## src/rtl/vec_alu_seq.sv

```systemverilog
// Element sequencer feeding the scalar ALU: walks one vector instruction element by
// element, collects results and zero flags, and hands back a packed result vector.
module vec_alu_seq #(
  parameter int VLEN = 8,
  parameter int DW   = 32,
  parameter int VLW  = $clog2(VLEN+1)
) (
  input  logic                clk,
  input  logic                rst,
  input  logic                in_valid,
  output logic                in_ready,
  input  logic [VLEN*DW-1:0]  va,
  input  logic [VLEN*DW-1:0]  vb,
  input  logic [VLW-1:0]      vl,
  input  logic [3:0]          op,
  output logic [DW-1:0]       alu_a,
  output logic [DW-1:0]       alu_b,
  output logic [3:0]          alu_sel,
  input  logic [DW-1:0]       alu_result,
  input  logic                alu_z,
  output logic                out_valid,
  input  logic                out_ready,
  output logic [VLEN*DW-1:0]  vr,
  output logic [VLEN-1:0]     zmask,
  output logic                err
);
  localparam int IW = (VLEN > 1) ? $clog2(VLEN) : 1;

  typedef enum logic [1:0] {IDLE, EXEC, DONE} state_t;

  state_t                  r_state;
  logic [VLEN-1:0][DW-1:0] r_va, r_vb, r_vr;
  logic [VLEN-1:0]         r_zmask;
  logic [3:0]              r_op;
  logic [VLW-1:0]          r_vl;
  logic [IW-1:0]           r_idx;
  logic                    r_in_ready, r_out_valid, r_err;

  logic [VLW-1:0] w_vl_clamp;
  logic           w_last;

  assign w_vl_clamp = (vl > VLW'(VLEN)) ? VLW'(VLEN) : vl;
  assign w_last     = (VLW'(r_idx) == r_vl - VLW'(1));

  // Index parks at 0 outside EXEC, so the ALU sees element 0 while idle/done.
  // An illegal op is forced to 0 so the ALU never sees a code above 7.
  assign alu_a   = r_va[r_idx];
  assign alu_b   = r_vb[r_idx];
  assign alu_sel = r_op[3] ? 4'd0 : r_op;

  assign in_ready  = r_in_ready;
  assign out_valid = r_out_valid;
  assign vr        = r_vr;
  assign zmask     = r_zmask;
  assign err       = r_err;

  always_ff @(posedge clk) begin
    if (rst) begin
      r_state     <= IDLE;
      r_va        <= '0;
      r_vb        <= '0;
      r_vr        <= '0;
      r_zmask     <= '0;
      r_op        <= '0;
      r_vl        <= '0;
      r_idx       <= '0;
      r_in_ready  <= 1'b1;
      r_out_valid <= 1'b0;
      r_err       <= 1'b0;
    end else begin
      case (r_state)
        IDLE: begin
          if (in_valid && r_in_ready) begin
            r_va       <= va;
            r_vb       <= vb;
            r_op       <= op;
            r_vl       <= w_vl_clamp;
            r_vr       <= '0;
            r_zmask    <= '0;
            r_idx      <= '0;
            r_in_ready <= 1'b0;
            if (op[3]) begin
              r_err       <= 1'b1;
              r_out_valid <= 1'b1;
              r_state     <= DONE;
            end else if (w_vl_clamp == '0) begin
              r_out_valid <= 1'b1;
              r_state     <= DONE;
            end else begin
              r_state <= EXEC;
            end
          end
        end
        EXEC: begin
          r_vr[r_idx]    <= alu_result;
          r_zmask[r_idx] <= alu_z;
          if (w_last) begin
            r_idx       <= '0;
            r_out_valid <= 1'b1;
            r_state     <= DONE;
          end else begin
            r_idx <= r_idx + IW'(1);
          end
        end
        DONE: begin
          if (out_ready) begin
            r_out_valid <= 1'b0;
            r_err       <= 1'b0;
            r_in_ready  <= 1'b1;
            r_state     <= IDLE;
          end
        end
        default: r_state <= IDLE;
      endcase
    end
  end
endmodule

```

## config.mk

```make
export PLATFORM = sky130hd
export DESIGN_NAME = vec_alu_seq
export DESIGN_NICKNAME = d
export VERILOG_FILES = /design/src/rtl/vec_alu_seq.sv
export SDC_FILE = /design/constraint.sdc
export NUM_CORES = 2
export LEC_CHECK = 0
export ABC_AREA = 1
export CAP_MARGIN = 20
export CORE_AREA = 4 4 344 346
export DETAILED_ROUTE_END_ITERATION = 12
export DIE_AREA = 0 0 348 350
export PLACE_DENSITY = 0.48
export RECOVER_POWER = 50
export SLEW_MARGIN = 20
export SYNTH_ARGS = -nofsm -noshare
export SYNTH_HDL_FRONTEND = slang
export SYNTH_SLANG_ARGS = --single-unit
```

## constraint.sdc

```tcl
create_clock -name clk -period 2.48 [get_ports clk]
set_clock_uncertainty 0.15 [all_clocks]
set_input_delay 0.496 -clock clk [delete_from_list [all_inputs] [get_ports clk]]
set_output_delay 0.496 -clock clk [all_outputs]
set_load 0.1 [all_outputs]
```

==> results by group <==
Layout
  – Net total in the final layout: around 5700
  – Area grow syn2layout: 63.55%
  – Finished Layout Cells: approximately 6700
  – Share of post-route cells with drive strength above 1: ~23%
  – Final Core Density: between 40 and 50%
  – Final instance area: 0.04992 sq mm
  – Filler cells: 11700

Worst setup path
  – Crit-path most repeated cell: buf_12
  – Crit-path slowest cell: dfxtp_4
  – Reg2reg setup slack: -20 ps
  – Startpoint types: register
  – Crit path max-delay family: buffers and inverters
  – Crit-path max FO: 7
  – Delay of the slowest cell on the worst path: around 430 ps
  – Arr. time, crit path: around 2500 ps
  – Worst Setup End Kind: primary output
  – CP Cell Sequence: inv_8 -> nand3_4 -> buf_12 -> buf_6 -> nor2_4 -> a211oi_4 -> nand4_1 -> buf_4 -> buf_12
  – Buf+Inv Stages, Crit Path: 5
  – WP data required: ~1800 ps
  – Critical path class: reg -> out

Floorplanning
  – Initial Utilization: between 20% and 30%
  – I/O pin cnt: between 800 and 900
  – Core ar.: about 0.12 sq mm
  – Die Ht: ~350 um
  – Num rows: 125
  – Die Wd: about 350 um
  – Die area: about 0.12 sq mm

CTS
  – Num Clock Sinks: between 700 and 800
  – CTS clock-pin slew for the worst setup and hold paths: roughly 60 ps
  – Clock latency on the worst-skew pair: ~660 ps
  – Clock buffer depth: 3
  – Clock H-tree levels: 3
  – Clock Tree Root: clkbuf_16
  – TritonCTS clock tree: done
  – Cts hold-fix bufs: 0
  – Total CTS buffers: 93

Hold path
  – HP Class: in -> reg

Global route
  – Initial antenna violation count: 58
  – Largest net degree at the start of global routing: roughly 190
  – Total track usage: roughly 25%
  – GRT overflow: 0
  – Vias in the first global route: 30910
  – First-pass GRT wire length: about 230 mm

Synthesis
  – Synthesized cell area: roughly 0.031 sq mm
  – Syn_area_per_cell: 7.563 sq um
  – #FFs+latches synth: 792
  – Synth warn: 0
  – Cells after Synth: 4036
  – Post-synthesis net count: 4598
  – Sequential area share after synthesis: around half
  – Distinct cell type count after synthesis: 30

Placement
  – Port bufs: between 800 and 900
  – GPL Wtd Cong: roughly 0.88
  – Placed insts: about 6400
  – Post-DP Area: between 0.04 and 0.05 sq mm
  – Post-DP HPWL: ~120 mm

Route
  – Detailed-route DRC error count: 0
  – Final WL: 164.3 mm
  – Iteration-0 DRC Markers: around 2300
  – Vias/cell: between 4 and 5
  – Detailed-route via count: between 30000 and 40000
  – Wire per inst: between 20 and 25 um
  – First-pass DRT Iterations: 7
  – Routed Antenna Nets: 0

STA
  – Tightest Pin Transition: about 1100 ps
  – Crit share post-route: 124.9%
  – F_max: roughly 0.32 GHz
  – RSZ-0062 raised after global routing: yes
  – Setup TNS: -33320 ps
  – Slew Limit Fails: 0
  – Hold Fails Final Rpt: 0
  – PnR worst setup slack: -616.8 ps
  – Final setup fails: between 70 and 80
  – Minimum clock period: 3097 ps
  – Relative slew slack: about a quarter

Job
  – Max-cap viol count: 0

Power
  – PD cells: roughly 1000 mW/mm^2
  – Leak pwr: 18.82 nW
  – Peak supply drop: between 0.7 and 0.8 mV

Outcome
  – Violated checks: negative setup slack
  – Status: finished, violations left
## routing by layer
metal  vias up  track usage [%]  part of all wire [%]
li1      15470                -                     -
met1     15410            32.94                    43
met2      1167            41.88                    47
met3       220            7.039                   8.4
met4        36            6.326                   2.4
met5         -                0                  0.15
## synthesized netlist by cell type
master	n	area, sq um
a211oi_1	11	82.58
a21oi_1	824	4124
a221oi_1	42	367.9
a22oi_1	34	255.2
buf_1	19	71.32
buf_2	77	385.4
buf_4	16	120.1
buf_6	1	11.26
clkbuf_1	196	735.7
clkinv_1	1	3.750
conb_1	1	3.750
dfxtp_1	792	15860
ha_1	5	62.56
inv_1	314	1179
inv_2	10	37.54
mux2i_1	1	10.01
nand2_1	1178	4422
nand3_1	21	105.1
nand3_2	5	50.05
nand4_1	4	25.02
nor2_1	53	198.9
nor3_4	1	16.27
o2111ai_1	19	166.4
o211ai_1	6	45.04
o21ai_0	296	1481
o21ai_2	9	78.83
o22ai_1	96	600.6
or2_2	2	12.51
xnor2_1	1	8.760
xor2_1	1	8.760
## cell usage in the layout, fill, tap and decap left out, types with 19 or more instances in the layout
master / n
clkbuf_16: 103
o22ai_2: 35
buf_12: 170
clkbuf_1: 21
a221oi_2: 23
nor2_1: 31
o22ai_4: 43
buf_8: 21
buf_4: 187
a22oi_2: 20
clkdlybuf4s50_1: 555
nand2_1: 1136
clkbuf_8: 23
inv_1: 312
clkbuf_2: 269
buf_6: 43
o21ai_0: 269
a21oi_2: 24
a221oi_4: 19
a21oi_1: 794
diode_2: 27
nand2_2: 30
dfxtp_1: 789
## per-stage QoR
stage	setup WS, ps	total power (W)	hold WS [ps]
6_report	-616.8	0.05165	204.3
5_1_grt	-680.2	0.05380	188.0
4_1_cts	-666.2	0.05113	134.8
3_5_place_dp	-206.7	0.03553	289.9
3_3_place_gp	-253.8	0.03540	284.2
2_1_floorplan	-405.7	0.02673	274.5
## flip-flops by register name, indices dropped and copies added (netlist names)
register / flops
r_op: 4
vr: 256
r_va: 256
r_state: 2
r_vb: 256
r_idx: 3
err: 1
in_ready: 1
zmask: 8
r_vl: 4
out_valid: 1
## area by class of cell
class	count	area (sq um)	area share [%]
Antenna cell	27	67.56	0.1353
Clock inverter	32	354.1	0.7093
Multi-Input combinational cell	2610	14650	29.35
Tap cell	1524	1907	3.820
Timing Repair Buffer	1270	13020	26.07
Inverter	325	1299	2.602
Sequential cell	792	15870	31.78
Clock buffer	136	2761	5.531
## logic make-up (layout without fill, tap and decap cells)
logic type	Yosys count	count (layout)	share of synthesized area (%)
compound gates	1337	1337	23.59
fa+ha+maj	5	5	0.2050
xor+xnor	2	2	0.05740
other cells	1	28	0.01229
mux	1	1	0.03279
buf+inv	634	1763	8.333
simple gates	1264	1264	15.82
flops	792	792	51.94
## tightest hold or removal path, delay by kind of cell
kind	cells	cell delay (ps)
buffers and inverters	2	230
AO/OA/AOI/OAI	2	160
## power by group
part / total [W] / internal (W) / switching [W]
Clock: 0.0141 / 0.00833 / 0.00577
Combinational: 0.0214 / 0.00770 / 0.0137
Sequential: 0.0162 / 0.0151 / 0.00113
## final timing paths
| path | start | to | cells after the start |
|---|---|---|---|
| min | rst | r_vb[152] | 4 |
| max | r_idx[0] | alu_b[5] | 9 |
| max reg2reg | r_state[0] | r_va[48] | 8 |
| min reg2reg | r_va[230] | r_va[230] | 2 |
## what timing repair did
action	4_1_cts	5_1_grt
resized for setup	323	193
pin swaps	55	59
buffers inserted	66	39
cloned	8	7
setup endpoints to repair	64	64
No activity file was read; power rests on OpenSTA's default activity.
